File: config.mk
export PLATFORM = sky130hd
export DESIGN_NAME = int_mul_seq
export DESIGN_NICKNAME = d
export VERILOG_FILES = /design/src/rtl/int_mul_pkg.sv /design/src/rtl/mulstage64.sv /design/src/rtl/int_mul_seq.sv
export SDC_FILE = /design/constraint.sdc
export NUM_CORES = 2
export LEC_CHECK = 0
export BUFFER_PORTS_ARGS = -buffer_cell sky130_fd_sc_hd__clkbuf_2
export CORE_MARGIN = 2
export CORE_UTILIZATION = 55
export CTS_BUF_LIST = sky130_fd_sc_hd__clkbuf_16
export DETAILED_ROUTE_END_ITERATION = 12
export PLACE_DENSITY = 0.71
export SETUP_SLACK_MARGIN = 0.05
export SYNTH_ARGS = -nofsm -noshare
export SYNTH_HDL_FRONTEND = slang
export SYNTH_HIERARCHICAL = 1
export SYNTH_SLANG_ARGS = --single-unit
File: constraint.sdc
create_clock -name i_clk -period 20.8 [get_ports i_clk]
set_input_delay 3.12 -clock i_clk [delete_from_list [all_inputs] [get_ports i_clk]]
set_output_delay 3.12 -clock i_clk [all_outputs]
set_load 0.02 [all_outputs]
File: src/rtl/int_mul_pkg.sv
// Shared types and constants for the sequential RV64M multiplier.
package int_mul_pkg;

    localparam int unsigned RISCV_ARCH      = 64;
    localparam int unsigned INT_MUL_LATENCY = 10;

    typedef struct packed {
        logic                         busy;
        logic [INT_MUL_LATENCY-1:0]   ena;
        logic                         rv32;
        logic                         high;
        logic                         invert;
        logic [RISCV_ARCH-1:0]        a1_mag;
        logic [RISCV_ARCH-1:0]        a2_shft;
        logic [2*RISCV_ARCH-1:0]      acc;
        logic [RISCV_ARCH-1:0]        result;
    } int_mul_registers;

    localparam int_mul_registers int_mul_r_reset = '0;

    // Magnitude of an operand; in 32-bit mode only the low word counts, upper bits zeroed.
    function automatic logic [RISCV_ARCH-1:0] mag64(input logic [RISCV_ARCH-1:0] v,
                                                    input logic neg,
                                                    input logic rv32);
        logic [31:0] lo;
        lo = v[31:0];
        if (rv32) begin
            return {32'b0, neg ? 32'(-lo) : lo};
        end
        return neg ? RISCV_ARCH'(-v) : v;
    endfunction

endpackage

File: src/rtl/mulstage64.sv
// Combinational 64-bit by 4-bit partial product.
module mulstage64 (
    input  logic [63:0] i_a,
    input  logic [3:0]  i_nibble,
    output logic [67:0] o_pp
);

    assign o_pp = {4'b0, i_a} * {64'b0, i_nibble};

endmodule

File: src/rtl/int_mul_seq.sv
// Sequential RV64M multiplier: magnitudes in, 8 multiplier bits per clock, sign restored at the end.
module int_mul_seq
    import int_mul_pkg::*;
(
    input  logic                  i_clk,
    input  logic                  i_rst,
    input  logic                  i_ena,
    input  logic                  i_unsigned,
    input  logic                  i_hsu,
    input  logic                  i_high,
    input  logic                  i_rv32,
    input  logic [RISCV_ARCH-1:0] i_a1,
    input  logic [RISCV_ARCH-1:0] i_a2,
    output logic [RISCV_ARCH-1:0] o_res,
    output logic                  o_valid
);

    int_mul_registers r_q, r_d;

    logic                      accept_c;
    logic                      a1s_c, a2s_c;
    logic [2:0]                k_c;
    logic [67:0]               pp0_c, pp1_c;
    logic [71:0]               pp_sum_c;
    logic [2*RISCV_ARCH-1:0]   prod_c;

    mulstage64 u_stage0 (
        .i_a      (r_q.a1_mag),
        .i_nibble (r_q.a2_shft[3:0]),
        .o_pp     (pp0_c)
    );

    mulstage64 u_stage1 (
        .i_a      (r_q.a1_mag),
        .i_nibble (r_q.a2_shft[7:4]),
        .o_pp     (pp1_c)
    );

    always_comb begin
        r_d      = r_q;
        accept_c = i_ena && !r_q.busy;
        a1s_c    = !i_unsigned && (i_rv32 ? i_a1[31] : i_a1[63]);
        a2s_c    = !i_unsigned && !i_hsu && (i_rv32 ? i_a2[31] : i_a2[63]);
        pp_sum_c = 72'(pp0_c) + {pp1_c, 4'b0};
        prod_c   = r_q.invert ? (~r_q.acc + 128'd1) : r_q.acc;

        // Byte index of the current iteration follows the one-hot position in the shift register.
        k_c = 3'd0;
        for (int unsigned i = 0; i < 8; i++) begin
            if (r_q.ena[i]) begin
                k_c = 3'(i);
            end
        end

        r_d.ena = {r_q.ena[INT_MUL_LATENCY-2:0], accept_c};

        if (accept_c) begin
            r_d.busy    = 1'b1;
            r_d.rv32    = i_rv32;
            r_d.high    = i_high;
            r_d.invert  = a1s_c ^ a2s_c;
            r_d.a1_mag  = mag64(i_a1, a1s_c, i_rv32);
            r_d.a2_shft = mag64(i_a2, a2s_c, i_rv32);
            r_d.acc     = '0;
        end else if (r_q.busy && !r_q.ena[INT_MUL_LATENCY-2]) begin
            r_d.acc     = r_q.acc + (128'(pp_sum_c) << {k_c, 3'b000});
            r_d.a2_shft = r_q.a2_shft >> 8;
        end else if (r_q.busy) begin
            r_d.busy = 1'b0;
            if (r_q.rv32) begin
                r_d.result = {{32{prod_c[31]}}, prod_c[31:0]};
            end else begin
                r_d.result = r_q.high ? prod_c[127:64] : prod_c[63:0];
            end
        end
    end

    always_ff @(posedge i_clk) begin
        if (i_rst) begin
            r_q <= int_mul_r_reset;
        end else begin
            r_q <= r_d;
        end
    end

    assign o_res   = r_q.result;
    assign o_valid = r_q.ena[INT_MUL_LATENCY-1];

endmodule

==> run metrics <==
Die Span Y=just over 300 um; routed via count=~50,000; HPWL Detailed=between 100,000 and 150,000 um; Clk Latency, worst-skew pair=roughly 0.64 ns; Mapped Cells=slightly above 7,000; CTS Root Cell=clkbuf_16; first-pass GRT wire length=about 270,000 um; # hold bufs at CTS=0; kind of critical path=flip-flop to flip-flop; cell repeated most along the worst path=a21oi_1; most used flip-flop cell after synthesis=dfxtp_1; CTS H-Tree Depth=2; Ys Warns=6; Placer Congestion=around 1.1; share of the synthesized area in the top cell type=about an eighth; crit-path max cell delay=approximately 0.62 ns; final setup vio count=0; GRT Overall Usage=36.6%; final wirelength=between 150,000 and 200,000 um; Clock Tree Buf Depth=3; power density cells=roughly 45 mW/mm^2; Die X-Extent=307 um; mapped cell area=0.0506 sq mm; count leader, synth=nand2_1; Routed Antenna Nets=0; # IOs=200; total power=between 2000 and 2500 uW; Synth area leader=dfxtp_1; setup ws final=around 7.8 ns; Lkg Pwr=0.0242 uW; max cap viols=0; Hold/Removal Path Class=flip-flop to flip-flop; Worst setup SP type=flip-flop; Post-synth ARST share=0%; Hold Vio Cnt, Final=0; Final Skew=about 0.028 ns; Fin Hold WS=approximately 0.44 ns; Port Buffers=slightly below 200; Yosys cell types=119; # Post-CTS Setup Buffers=0; Avg Vias per Cell=between 6 and 7; Post-synth EDFFs=0; Worst Setup End Kind=flip-flop; outcome=complete, no violations; Core Util, Final=57.8%; Routed wire per std cell=21.8 um; most frequent cells after synthesis=nand2_1, a21oi_1, inv_1; row count=111; fin. max-slew vios=0; clk sink count=334; unrepaired setup endpoints after global routing=no; crit-path max FO=65; mean area per synthesized cell=just over 7 sq um; syn nets=just under 8,000; core area=roughly 0.091 sq mm; GRT overflow=0; Tcrit/Tclk final=roughly 62%; fmax=between 70 and 80 MHz; vias in the first global route=48,000; Slowest-stage cell, CP=or4_1; Worst Path Required=roughly 21 ns; register area share after synthesis=13.2%; #FFs+latches synth=about 330; Sum Neg Setup Slack=0 ns; antenna violations before repair=4; drt pass-1 iters=9; drt drc=0; largest net degree at the start of global routing=roughly 150; layout cell share with drive strength beyond 1=slightly above 6%; CTS tree=yes; initial core utilization=between 50% and 60%; Worst Tran Pin Value=around 1.3 ns; DIE AREA=~0.094 sq mm; crit path DAT=between 10 and 15 ns; cts bufs inserted=42; worst IR drop on VDD=0.0585 mV; Final #Nets=about 7,700; Layout area overhead=4.27%; Setup WS pre-CTS=roughly 7.9 ns; Slew headroom=between 10% and 20%; Worst-path clk slew=about 0.060 ns; top post-synthesis cells by area=dfxtp_1, fa_1, ha_1; Iter 0 DRT Violations=around 4,900; post-layout min period=between 10 and 15 ns; cts repair resizes=0
[cell type report]
type / count / area (sq um)
inverters: 575 / 2160
diodes: 3 / 7.51
multi-input cells: 5746 / 39800
fillers: 8983 / 38600
repair buffers: 246 / 1370
clock inverters: 32 / 272
clock buffers: 42 / 1050
well taps: 1186 / 1480
flip-flops and latches: 334 / 6690
[worst max-delay path, delay by kind of cell (launching register included)]
family / cells / cell delay (ns)
muxes: 1 / 0.36
AOI/OAI and AO/OA: 22 / 5.60
buffers and inverters: 3 / 0.56
and+or+nand+nor: 10 / 2.79
adders and majority gates: 5 / 2.27
xor gates and xnor gates: 3 / 0.92
DFF: 1 / 0.31
[report_power, final]
part	internal [uW]	switching [uW]	total, uW	leakage [uW]
sequential	664	51.6	715	0.00271
combinational	294	633	927	0.0208
clock	417	323	740	0.000678
[cells in the final DEF (no fill, tap or decap), types with 66 or more instances in the layout]
cell | netlist | final
a21o_1 | 216 | 216
a211oi_1 | 69 | 69
dfxtp_1 | 334 | 330
o21bai_1 | 74 | 74
a21oi_1 | 645 | 645
inv_1 | 575 | 581
nor2_1 | 484 | 478
fa_1 | 250 | 250
nand3_1 | 111 | 111
xnor2_1 | 294 | 294
clkbuf_2 | 1 | 198
o21ai_0 | 415 | 415
a31oi_1 | 66 | 66
ha_1 | 338 | 338
nor3_1 | 142 | 141
and2_1 | 426 | 424
xor2_1 | 215 | 215
nand4_1 | 136 | 136
nand2_1 | 917 | 914
[worst paths after layout]
kind	end	cells past startpoint	slack, ns	start
min	o_res[36]	2	0.44	o_res[36]
min reg2reg	o_res[36]	2	0.44	o_res[36]
max	r_q[190]	44	7.83	r_q[197]
max reg2reg	r_q[190]	44	7.83	r_q[197]
[through the flow]
step	std cells	instance area, sq um
after floorplan	7141	50600
after CTS	8161	52800
after global routing	8162	52800
final	8164	52800
after global placement	8087	51500
after detailed placement	8087	51500
[routing by layer]
metal	up-vias	share of wire, %	GRT usage (%)
li1	24300	-	-
met1	24300	43	48.9
met2	2173	44	58.0
met3	452	7.5	5.16
met4	4	5.7	18.2
met5	-	0.015	0
[sequential cells by signal, summed over array words and instances (netlist names)]
register	cells
r_q	260
o_res	64
r_d	9
o_valid	1
[cell families (layout without fill, tap and decap cells)]
kind of cell               count (synthesis)  count (layout)  share of synthesized area, %
DFF                                      334             334                          13.2
adders and majority gates                588             588                          18.2
AOI/OAI and AO/OA                       2005            2005                          25.2
muxes                                     65              65                          1.38
other                                      0               3                             0
buffers and inverters                   1061             895                          8.44
and+or+nand+nor                         2579            2579                          24.8
xor gates and xnor gates                 509             509                          8.81
No activity file was read; power rests on OpenSTA's default activity.
